### src/rtl/axi_wr_sched_pkg.sv
// Shared definitions for the posted write buffer / read-write scheduler.
package axi_wr_sched_pkg;

    // Request type encoding shared by the write and read sides.
    localparam logic [2:0] REQ_LINE  = 3'b100;
    localparam logic [2:0] SIZE_BYTE = 3'b000;
    localparam logic [2:0] SIZE_HALF = 3'b001;
    localparam logic [2:0] SIZE_WORD = 3'b010;

    // A line is four 32-bit beats.
    localparam int LINE_BEATS = 4;
    localparam int BEAT_W     = 32;
    localparam int LINE_W     = LINE_BEATS * BEAT_W;

    // Drain FSM: wait for a slot at the bridge, wait for the bridge to take it,
    // wait for the B response.
    typedef enum logic [1:0] {
        S_IDLE,
        S_ISSUE,
        S_BUSY
    } drain_state_t;

    // One queued write.
    typedef struct packed {
        logic [2:0]        typ;
        logic [31:0]       addr;
        logic [3:0]        wstrb;
        logic [LINE_W-1:0] data;
    } wr_entry_t;

endpackage

### src/rtl/wr_sched_fifo.sv
// Circular write queue. The head stays resident until its bridge write has
// completed, so the per-slot valid/tag view also covers the in-flight write.
import axi_wr_sched_pkg::*;

module wr_sched_fifo #(
    parameter int DEPTH = 4
) (
    input  logic                    clock,
    input  logic                    reset,
    input  logic                    push,
    input  wr_entry_t               push_entry,
    input  logic                    pop,
    output wr_entry_t               head,
    output logic                    full,
    output logic                    empty,
    output logic [DEPTH-1:0]        slot_valid,
    output logic [DEPTH-1:0][27:0]  slot_tag
);

    localparam int AW = $clog2(DEPTH);
    localparam int PW = AW + 1;

    wr_entry_t     mem [DEPTH];
    logic [PW-1:0] wp;
    logic [PW-1:0] rp;
    logic [PW-1:0] count;

    // The extra pointer bit distinguishes full from empty.
    assign count = wp - rp;
    assign full  = (count == PW'(DEPTH));
    assign empty = (count == '0);
    assign head  = mem[rp[AW-1:0]];

    // Advance write/read pointers; both may move in the same cycle.
    always_ff @(posedge clock or posedge reset) begin
        if (reset) begin
            wp <= '0;
            rp <= '0;
        end else begin
            if (push) wp <= wp + PW'(1);
            if (pop)  rp <= rp + PW'(1);
        end
    end

    // Entry storage carries no reset; validity comes from the pointers.
    always_ff @(posedge clock) begin
        if (push) mem[wp[AW-1:0]] <= push_entry;
    end

    // A slot is live when its distance from the read pointer is below count.
    for (genvar g = 0; g < DEPTH; g++) begin : g_slot
        logic [AW-1:0] off;
        assign off           = AW'(g) - rp[AW-1:0];
        assign slot_valid[g] = ({1'b0, off} < count);
        assign slot_tag[g]   = mem[g].addr[31:4];
    end

endmodule

### src/rtl/axi_wr_sched.sv
// Posted write buffer between the dcache and the AXI bridge d_* port.
// Writes drain one at a time; reads bypass queued writes unless a queued
// entry (including the one in flight) targets the same 16-byte line.
import axi_wr_sched_pkg::*;

module axi_wr_sched #(
    parameter int DEPTH      = 4,
    parameter int WR_AGE_MAX = 8
) (
    input  logic          clock,
    input  logic          reset,
    input  logic          c_wr_req,
    input  logic [2:0]    c_wr_type,
    input  logic [31:0]   c_wr_addr,
    input  logic [3:0]    c_wr_wstrb,
    input  logic [127:0]  c_wr_data,
    output logic          c_wr_rdy,
    input  logic          c_rd_req,
    input  logic [2:0]    c_rd_type,
    input  logic [31:0]   c_rd_addr,
    output logic          c_rd_rdy,
    output logic          b_wr_req,
    output logic [2:0]    b_wr_type,
    output logic [31:0]   b_wr_addr,
    output logic [3:0]    b_wr_wstrb,
    output logic [127:0]  b_wr_data,
    input  logic          b_wr_rdy,
    output logic          b_rd_req,
    output logic [2:0]    b_rd_type,
    output logic [31:0]   b_rd_addr,
    input  logic          b_rd_rdy,
    output logic          write_buffer_empty
);

    localparam int AGW = $clog2(WR_AGE_MAX + 1);

    wr_entry_t              push_entry;
    wr_entry_t              head;
    logic                   push;
    logic                   pop;
    logic                   full;
    logic                   empty;
    logic                   hazard;
    logic                   rd_pref;
    logic                   issue;
    logic [DEPTH-1:0]       slot_valid;
    logic [DEPTH-1:0][27:0] slot_tag;
    drain_state_t           state;
    logic [AGW-1:0]         age;

    assign push_entry = {c_wr_type, c_wr_addr, c_wr_wstrb, c_wr_data};

    // Acceptance depends only on queue occupancy, never on the bridge.
    assign c_wr_rdy = !full;
    assign push     = c_wr_req && !full;
    assign pop      = (state == S_BUSY) && b_wr_rdy;

    wr_sched_fifo #(.DEPTH(DEPTH)) u_fifo (
        .clock      (clock),
        .reset      (reset),
        .push       (push),
        .push_entry (push_entry),
        .pop        (pop),
        .head       (head),
        .full       (full),
        .empty      (empty),
        .slot_valid (slot_valid),
        .slot_tag   (slot_tag)
    );

    // Line-address collision between the pending read and any live entry.
    always_comb begin
        hazard = 1'b0;
        for (int i = 0; i < DEPTH; i++) begin
            hazard = hazard || (c_rd_req && slot_valid[i] && (slot_tag[i] == c_rd_addr[31:4]));
        end
    end

    // Reads win unless the queue is full or the head has waited too long.
    assign rd_pref  = c_rd_req && !hazard && (age < AGW'(WR_AGE_MAX)) && !full;
    assign b_wr_req = (state == S_IDLE) && !empty && !rd_pref;
    assign issue    = b_wr_req && b_wr_rdy;

    assign b_rd_req  = c_rd_req && !hazard;
    assign c_rd_rdy  = b_rd_rdy && b_rd_req;
    assign b_rd_type = c_rd_type;
    assign b_rd_addr = c_rd_addr;

    assign b_wr_type  = head.typ;
    assign b_wr_addr  = head.addr;
    assign b_wr_wstrb = head.wstrb;
    assign b_wr_data  = head.data;

    assign write_buffer_empty = empty && (state == S_IDLE);

    // Drain FSM: b_wr_rdy low means the bridge took the write, high again means B is done.
    always_ff @(posedge clock or posedge reset) begin
        if (reset) begin
            state <= S_IDLE;
        end else begin
            case (state)
                S_IDLE:  if (issue)     state <= S_ISSUE;
                S_ISSUE: if (!b_wr_rdy) state <= S_BUSY;
                S_BUSY:  if (b_wr_rdy)  state <= S_IDLE;
                default:                state <= S_IDLE;
            endcase
        end
    end

    // Head age: counts idle cycles a pending write is held back, saturates at the limit.
    always_ff @(posedge clock or posedge reset) begin
        if (reset) begin
            age <= '0;
        end else if (pop) begin
            age <= '0;
        end else if (!empty && (state == S_IDLE) && !issue && (age != AGW'(WR_AGE_MAX))) begin
            age <= age + AGW'(1);
        end
    end

endmodule

### config.mk
export PLATFORM = sky130hd
export DESIGN_NAME = axi_wr_sched
export DESIGN_NICKNAME = d
export VERILOG_FILES = /design/src/rtl/axi_wr_sched_pkg.sv /design/src/rtl/wr_sched_fifo.sv /design/src/rtl/axi_wr_sched.sv
export SDC_FILE = /design/constraint.sdc
export NUM_CORES = 1
export LEC_CHECK = 0
export BUFFER_PORTS_ARGS = -buffer_cell sky130_fd_sc_hd__buf_2
export CORE_MARGIN = 1.5
export CORE_UTILIZATION = 25
export DETAILED_ROUTE_END_ITERATION = 6
export GPL_TIMING_DRIVEN = 0
export PLACE_DENSITY = 0.47
export SLEW_MARGIN = 20
export SYNTH_ARGS = -nofsm -noshare
export SYNTH_HDL_FRONTEND = slang
export SYNTH_SLANG_ARGS = --single-unit
### constraint.sdc
create_clock -name clock -period 8.84 [get_ports clock]
set_input_delay 0.442 -clock clock [delete_from_list [all_inputs] [get_ports clock]]
set_output_delay 0.442 -clock clock [all_outputs]
set_load 0.05 [all_outputs]
==> metrics.cfg, run 1 <==
[run_status]
status = completed

[final_layout]
syn2layout_area_growth_pct = 31.86
regArea_mm2 = 0.02036
layout.nets = 2060
mostFrequentLayoutCell = edfxtp_1
stdcell_count = 3294
fillers = 10060
multiInputGateArea_mm2 = 0.005595
mostFrequentLayoutCells = 668 x edfxtp_1, 424 x buf_2, 169 x dlygate4sd3_1
final_layout_size_suffix_gt1_share_pct = 41.00

[clocking]
htree_num_levels = 3
cts_hold_buf = 169
numCtsBuffers = 80
clock_sinks = 680
root_buffer = clkbuf_16
path_clk_slew_ns = 0.06
clock_path_buffers = 3
cts_resized = 0
cts_setup_buffers = 0
insertion_delay_ns = 0.64
cts_tree = yes

[placed_design]
dp_hpwl_mm = 47.48
dp_slack_ns = 3.307
place.gp.congestion = 0.7409
port_buffers = 407
dp.cells = 2978

[critical_path]
cp-start-kind = flop
cp_cell_sequence = clkbuf_1 -> clkbuf_1 -> clkbuf_1 -> inv_1 -> fa_1 -> inv_1 -> ha_1 -> nor2_1 -> nor2_1 -> o2111ai_2 -> nor2_2 -> nor4_4 -> a31o_2 -> inv_1 -> buf_2
end_kind = output port
worstSetupPathType = reg2out
cp_data_required_time_ns = 8.40
path_max_fanout = 10
slowest_delay_ns = 0.77
cp_slowest_cell = clkbuf_1
crit_arrival_ns = 5.50

[pwr]
p_per_area_mw_per_mm2 = 383.6
p_leak_nw = 12.09
swShare_pct = 40.86
p_clk_share_pct = 23.2
combPwrFrac_pct = 42.1
p_int_w = 0.007901
pwr-share-seq_pct = 34.8
ir_drop_mv = 0.2397
switching_power_w = 0.005458

[floorplan]
coreArea_mm2 = 0.1050
rows = 119
die-height_um = 328.1
die_x_um = 328.1
start_util_pct = 25.16
ios = 415
dieArea_mm2 = 0.1076

[global_routing]
overflow = 0
grtUsageTotal_pct = 12.81
antenna_found_initial = 10
first_global_vias = 15120
grt_max_degree = 42
grt_pass1_wl_mm = 100.1

[synthesis]
synth_top_area_cell = edfxtp_1
async_flop_share_pct = 1.765
seq_area_frac_synth_pct = 77.08
ys_ff_latch = 680
synth_area_mm2 = 0.02641
synth_edf_count = 668
synth_top_cell_area_share_pct = 75.94
synth_nets = 1383
synth.area.top_cells = edfxtp_1 76%, mux4_2 14%, xor2_1 3.8%, dfrtp_1 1.1%, buf_4 0.99%
syn_area_per_cell_um2 = 22.75
synthesis.instances = 1161
ys_types = 39
synth_ff_type = edfxtp_1
yosys_warnings = 0

[sta]
worstMarginPinSlew_ns = 0.9882
hold_violations = 0
grt_setup_unrepaired = no
fmax_mhz = 168.2
tns_ns = 0
setup_viol = 0
setup_slack_ns = 2.894
skew_ns = 0.02417
final_max_slew_viol_count = 0
period_share_pct = 67.26
relSlewSlack_pct = 34.12
timing.final.crit_period_ns = 5.946

[route]
drc_errors = 0
drt_iter0_markers = 755
antenna_left = 0
wire_per_inst_um = 20.85
routed_wl_mm = 68.68
vias_per_cell = 4.186
drt-pass1-iter-count = 5
vias = 13790

[run]
cap_violations = 0

[worst_hold_path]
hp-class = in2reg

-- state kept, by name (all words and copies together) (netlist names) --
name / cells
u_fifo.rp: 3
age: 4
u_fifo.mem: 668
state: 2
u_fifo.wp: 3
-- cell type report --
class	instances	share of cell area, %
clock inverter	46	1.074
multi-input combinational	393	16.06
inverter	14	0.1509
clock buffer	98	6.003
buffer	74	1.246
tap	1391	4.997
timing repair buffer	595	11.99
sequential	680	58.45
antenna	3	0.02155
-- power groups by stage --
stage	Sequential (W)	Combinational, W	Clock, W
6_report	0.00464	0.00562	0.00310
3_5_place_dp	0.00472	0.00570	0
4_1_cts	0.00465	0.00579	0.00321
3_3_place_gp	0.00503	0.00552	0
2_1_floorplan	0.00481	0.00398	0
5_1_grt	0.00471	0.00596	0.00332
-- critical path: cells and delay by family, from the launching register on --
family,cells,cell delay (ns)
AOI/OAI and AO/OA,2,0.42
adders and majority gates,2,0.89
buffers and inverters,7,2.39
DFF,1,0.37
and+or+nand+nor,4,0.80
-- routing by layer --
| metal | global-route usage [%] | wire length [um] | up-vias |
|---|---|---|---|
| li1 | - | - | 6154 |
| met1 | 15.42 | 27880 | 7120 |
| met2 | 21.78 | 34150 | 404 |
| met3 | 3.877 | 4984 | 102 |
| met4 | 4.267 | 1600 | 10 |
| met5 | 0 | 63 | - |
-- Yosys cell counts (10+ instances only) --
library cell / instances
buf_2: 14
dfrtp_1: 12
ha_1: 13
nand2_1: 11
inv_1: 14
buf_4: 35
clkbuf_1: 15
nor4_1: 29
xor2_1: 114
edfxtp_1: 668
buf_1: 10
mux4_2: 167
-- path summary, 6_finish.rpt --
kind / endpoint / slack [ns] / cells after the start / startpoint
hold reg to reg: u_fifo.wp[2]$_DFFE_PP0P_ / 0.50 / 1 / u_fifo.wp[2]$_DFFE_PP0P_
setup reg to reg: u_fifo.mem[1][92]$_DFFE_PP_ / 3.48 / 13 / u_fifo.rp[1]$_DFFE_PP0P_
max in group asynchronous: age[2]$_DFFE_PP0P_ / 8.09 / 3 / reset
min in group asynchronous: age[3]$_DFFE_PP0P_ / 0.42 / 3 / reset
setup / recovery: b_wr_req / 2.89 / 15 / u_fifo.rp[1]$_DFFE_PP0P_
hold / removal: u_fifo.wp[0]$_DFFE_PP0P_ / 0.17 / 3 / c_wr_req
-- stage by stage --
stage / utilization, % / cell area (um^2) / power [W] / hold WS [ns]
after global routing: 33.18 / 34830 / 0.01400 / 0.1428
after detailed placement: 29.21 / 30670 / 0.01041 / 0.4872
after CTS: 33.17 / 34820 / 0.01365 / 0.08886
after floorplan: - / 26410 / 0.008787 / 0.3067
final: 33.18 / 34830 / 0.01336 / 0.1664
after global placement: 28.76 / 30190 / 0.01054 / 0.4733
-- kinds of logic after synthesis --
group           Yosys count  share of synthesized area (%)
flops                   680                          77.08
mux                     171                          14.40
xor+xnor                118                          3.941
buf+inv                  88                          1.814
simple gates             72                          1.582
compound gates           18                         0.4974
fa+ha+maj                14                         0.6916
(Power assumes the default switching activity.)
==> run 2: changes to the inputs <==
--- a/config.mk
+++ b/config.mk
@@ -10,7 +10,7 @@
 export CORE_UTILIZATION = 25
 export DETAILED_ROUTE_END_ITERATION = 6
 export GPL_TIMING_DRIVEN = 0
-export PLACE_DENSITY = 0.47
+export PLACE_DENSITY = 0.48
 export SLEW_MARGIN = 20
 export SYNTH_ARGS = -nofsm -noshare
 export SYNTH_HDL_FRONTEND = slang
==> constraint.sdc (replaced) <==
create_clock -name clock -period 5.3 [get_ports clock]
set_input_delay 0.265 -clock clock [delete_from_list [all_inputs] [get_ports clock]]
set_output_delay 0.265 -clock clock [all_outputs]
set_load 0.05 [all_outputs]
==> run 2 against run 1 <==
  * Register-to-register slack got worse by 2.8 ns
  * Count of clock-buffer cells in the layout decreased by 3
  * Combinational power increased by 67%
  * Clock power increased by 65%
  * Largest cell class unchanged
  * Die area unchanged
==> metrics.cfg, run 2 (synthesis gave the netlist of run 1 again) <==
[floorplan]
die_x_um = 328.1  ; unchanged
die-height_um = 328.1  ; unchanged
ios = 415  ; unchanged
rows = 119  ; unchanged
dieArea_mm2 = 0.1076  ; unchanged
coreArea_mm2 = 0.1050  ; unchanged
start_util_pct = 25.16  ; unchanged

[route]
vias_per_cell = 4.221  ; +0.82%
drc_errors = 0  ; unchanged
vias = 13840  ; +0.39%
drt_iter0_markers = 680  ; -9.9%
antenna_left = 0  ; unchanged
routed_wl_mm = 68.45  ; -0.32%
drt-pass1-iter-count = 4  ; -1
wire_per_inst_um = 20.87  ; +0.10%

[global_routing]
overflow = 0  ; unchanged
first_global_vias = 15120  ; +0.013%
grt_pass1_wl_mm = 98.96  ; -1.2%
antenna_found_initial = 11  ; +1
grt_max_degree = 42  ; unchanged
grtUsageTotal_pct = 12.63  ; -0.18 points

[critical_path]
crit_arrival_ns = 4.70  ; -0.80 ns
end_kind = output port
worstSetupPathType = reg2out
r2r-start = u_fifo.rp[1]$_DFFE_PP0P_
path_max_fanout = 10  ; unchanged
critical_path.startpoint = u_fifo.rp[1]$_DFFE_PP0P_
cp_data_required_time_ns = 5.04  ; -3.36 ns
cp-start-kind = flop

[worst_hold_path]
min_from = c_rd_req
hp-class = in2reg

[sta]
setup_viol = 0  ; unchanged
grt_setup_unrepaired = no
timing.final.crit_period_ns = 4.967
skew_ns = 0.01941  ; -0.004753 ns
fmax_mhz = 201.3
period_share_pct = 93.72
final_max_slew_viol_count = 0  ; unchanged
relSlewSlack_pct = 28.65  ; -5.5 points
finalHoldWorstSlack_ns = 0.1570  ; -0.009342 ns
setup_slack_ns = 0.3331  ; -2.561 ns
worstMarginPinSlew_ns = 1.070  ; +0.08197 ns
hold_violations = 0  ; unchanged

[final_layout]
syn2layout_area_growth_pct = 31.60
mostFrequentLayoutCells = 668 x edfxtp_1, 425 x buf_2, 170 x dlygate4sd3_1
largest_reg_flops = 668  ; unchanged
mostFrequentLayoutCell = edfxtp_1
fillers = 10110  ; +0.50%
layout.nets = 2056  ; -0.19%
final_layout_size_suffix_gt1_share_pct = 40.43  ; -0.57 points
stdcell_count = 3280  ; -0.43%

[clocking]
clock_path_buffers = 3  ; unchanged
insertion_delay_ns = 0.64  ; about the same
clock_sinks = 680  ; unchanged
numCtsBuffers = 76  ; -5.0%
cts_setup_buffers = 0  ; unchanged
path_clk_slew_ns = 0.06  ; about the same
root_buffer = clkbuf_16
htree_num_levels = 3  ; unchanged
cts_tree = yes

[pwr]
p_per_area_mw_per_mm2 = 639.5  ; +67%
p_leak_nw = 12.07  ; -0.22%
ir_drop_mv = 0.3411  ; +42%

[placed_design]
place.gp.congestion = 0.7670  ; +3.5%
dp_slack_ns = -0.2544  ; -3.561 ns
port_buffers = 407  ; unchanged
dp_hpwl_mm = 46.78  ; -1.5%
dp.cells = 2977  ; -0.034%

[run_status]
status = completed

[run]
cap_violations = 0  ; unchanged

[run 2: where the power goes]
| part | switching, W | internal (W) |
|---|---|---|
| clock network | 0.00208 | 0.00302 |
| logic | 0.00660 | 0.00277 |
| registers | 0.000344 | 0.00741 |
| total | 0.00902 | 0.0132 |
[run 2: worst paths after layout]
kind                                                to  slack (ns)  cells after the start
max                                           b_wr_req        0.33                     15
min reg2reg                   u_fifo.wp[2]$_DFFE_PP0P_        0.49                      1
min                                 age[3]$_DFFE_PP0P_        0.16                      5
max in group asynchronous         state[0]$_DFFE_PP0P_        4.73                      3
max reg2reg                u_fifo.mem[0][32]$_DFFE_PP_        0.70                     13
min in group asynchronous           age[2]$_DFFE_PP0P_        0.22                      3
[run 2: layout make-up]
type	count	area, um^2	share of cell area (%)
Tap cell	1391	1740	5.007
Antenna cell	2	5.005	0.01440
Clock buffer	95	1973	5.676
Sequential cell	680	20360	58.57
Multi-Input combinational cell	393	5595	16.10
Clock inverter	36	401.6	1.155
Buffer	74	437.9	1.260
Inverter	14	52.55	0.1512
Timing Repair Buffer	595	4195	12.07
[run 2: repair_timing]
action                                  CTS  global route
resized for setup                         2             3
endpoints found under the setup margin  176             2
hold buffers                            170             0
endpoints found under the hold margin   685             0
pin swaps                                 0             0
[run 2: critical path, cell delays in order, from the launching register on]
cell	delay, ns
dfrtp_1	0.38
clkbuf_1	0.31
buf_2	0.40
clkbuf_4	0.37
inv_1	0.13
fa_1	0.54
inv_1	0.11
ha_1	0.31
nor2_1	0.11
nor2_1	0.06
o2111ai_2	0.17
nor2_2	0.08
nor4_4	0.58
a31o_2	0.25
inv_1	0.04
buf_2	0.21
[run 2: per-stage QoR]
step                 TNS, ns  utilization (%)  total power (W)  instance area, um^2
global route               0            33.12          0.02324                34760
detailed placement    -14.63            29.22          0.01736                30670
global placement    -1998.07            28.77          0.01724                30200
finish                     0            33.12          0.02223                34760
floorplan                  0                -          0.01451                26420
CTS                        0            33.11          0.02267                34750
[run 2: per-layer routing]
| layer | track usage, % | wire length [um] | up-vias |
|---|---|---|---|
| li1 | - | - | 6153 |
| met5 | 0 | 53 | - |
| met4 | 4.509 | 1703 | 8 |
| met3 | 3.665 | 4570 | 105 |
| met1 | 15.40 | 28290 | 7174 |
| met2 | 21.23 | 33840 | 404 |
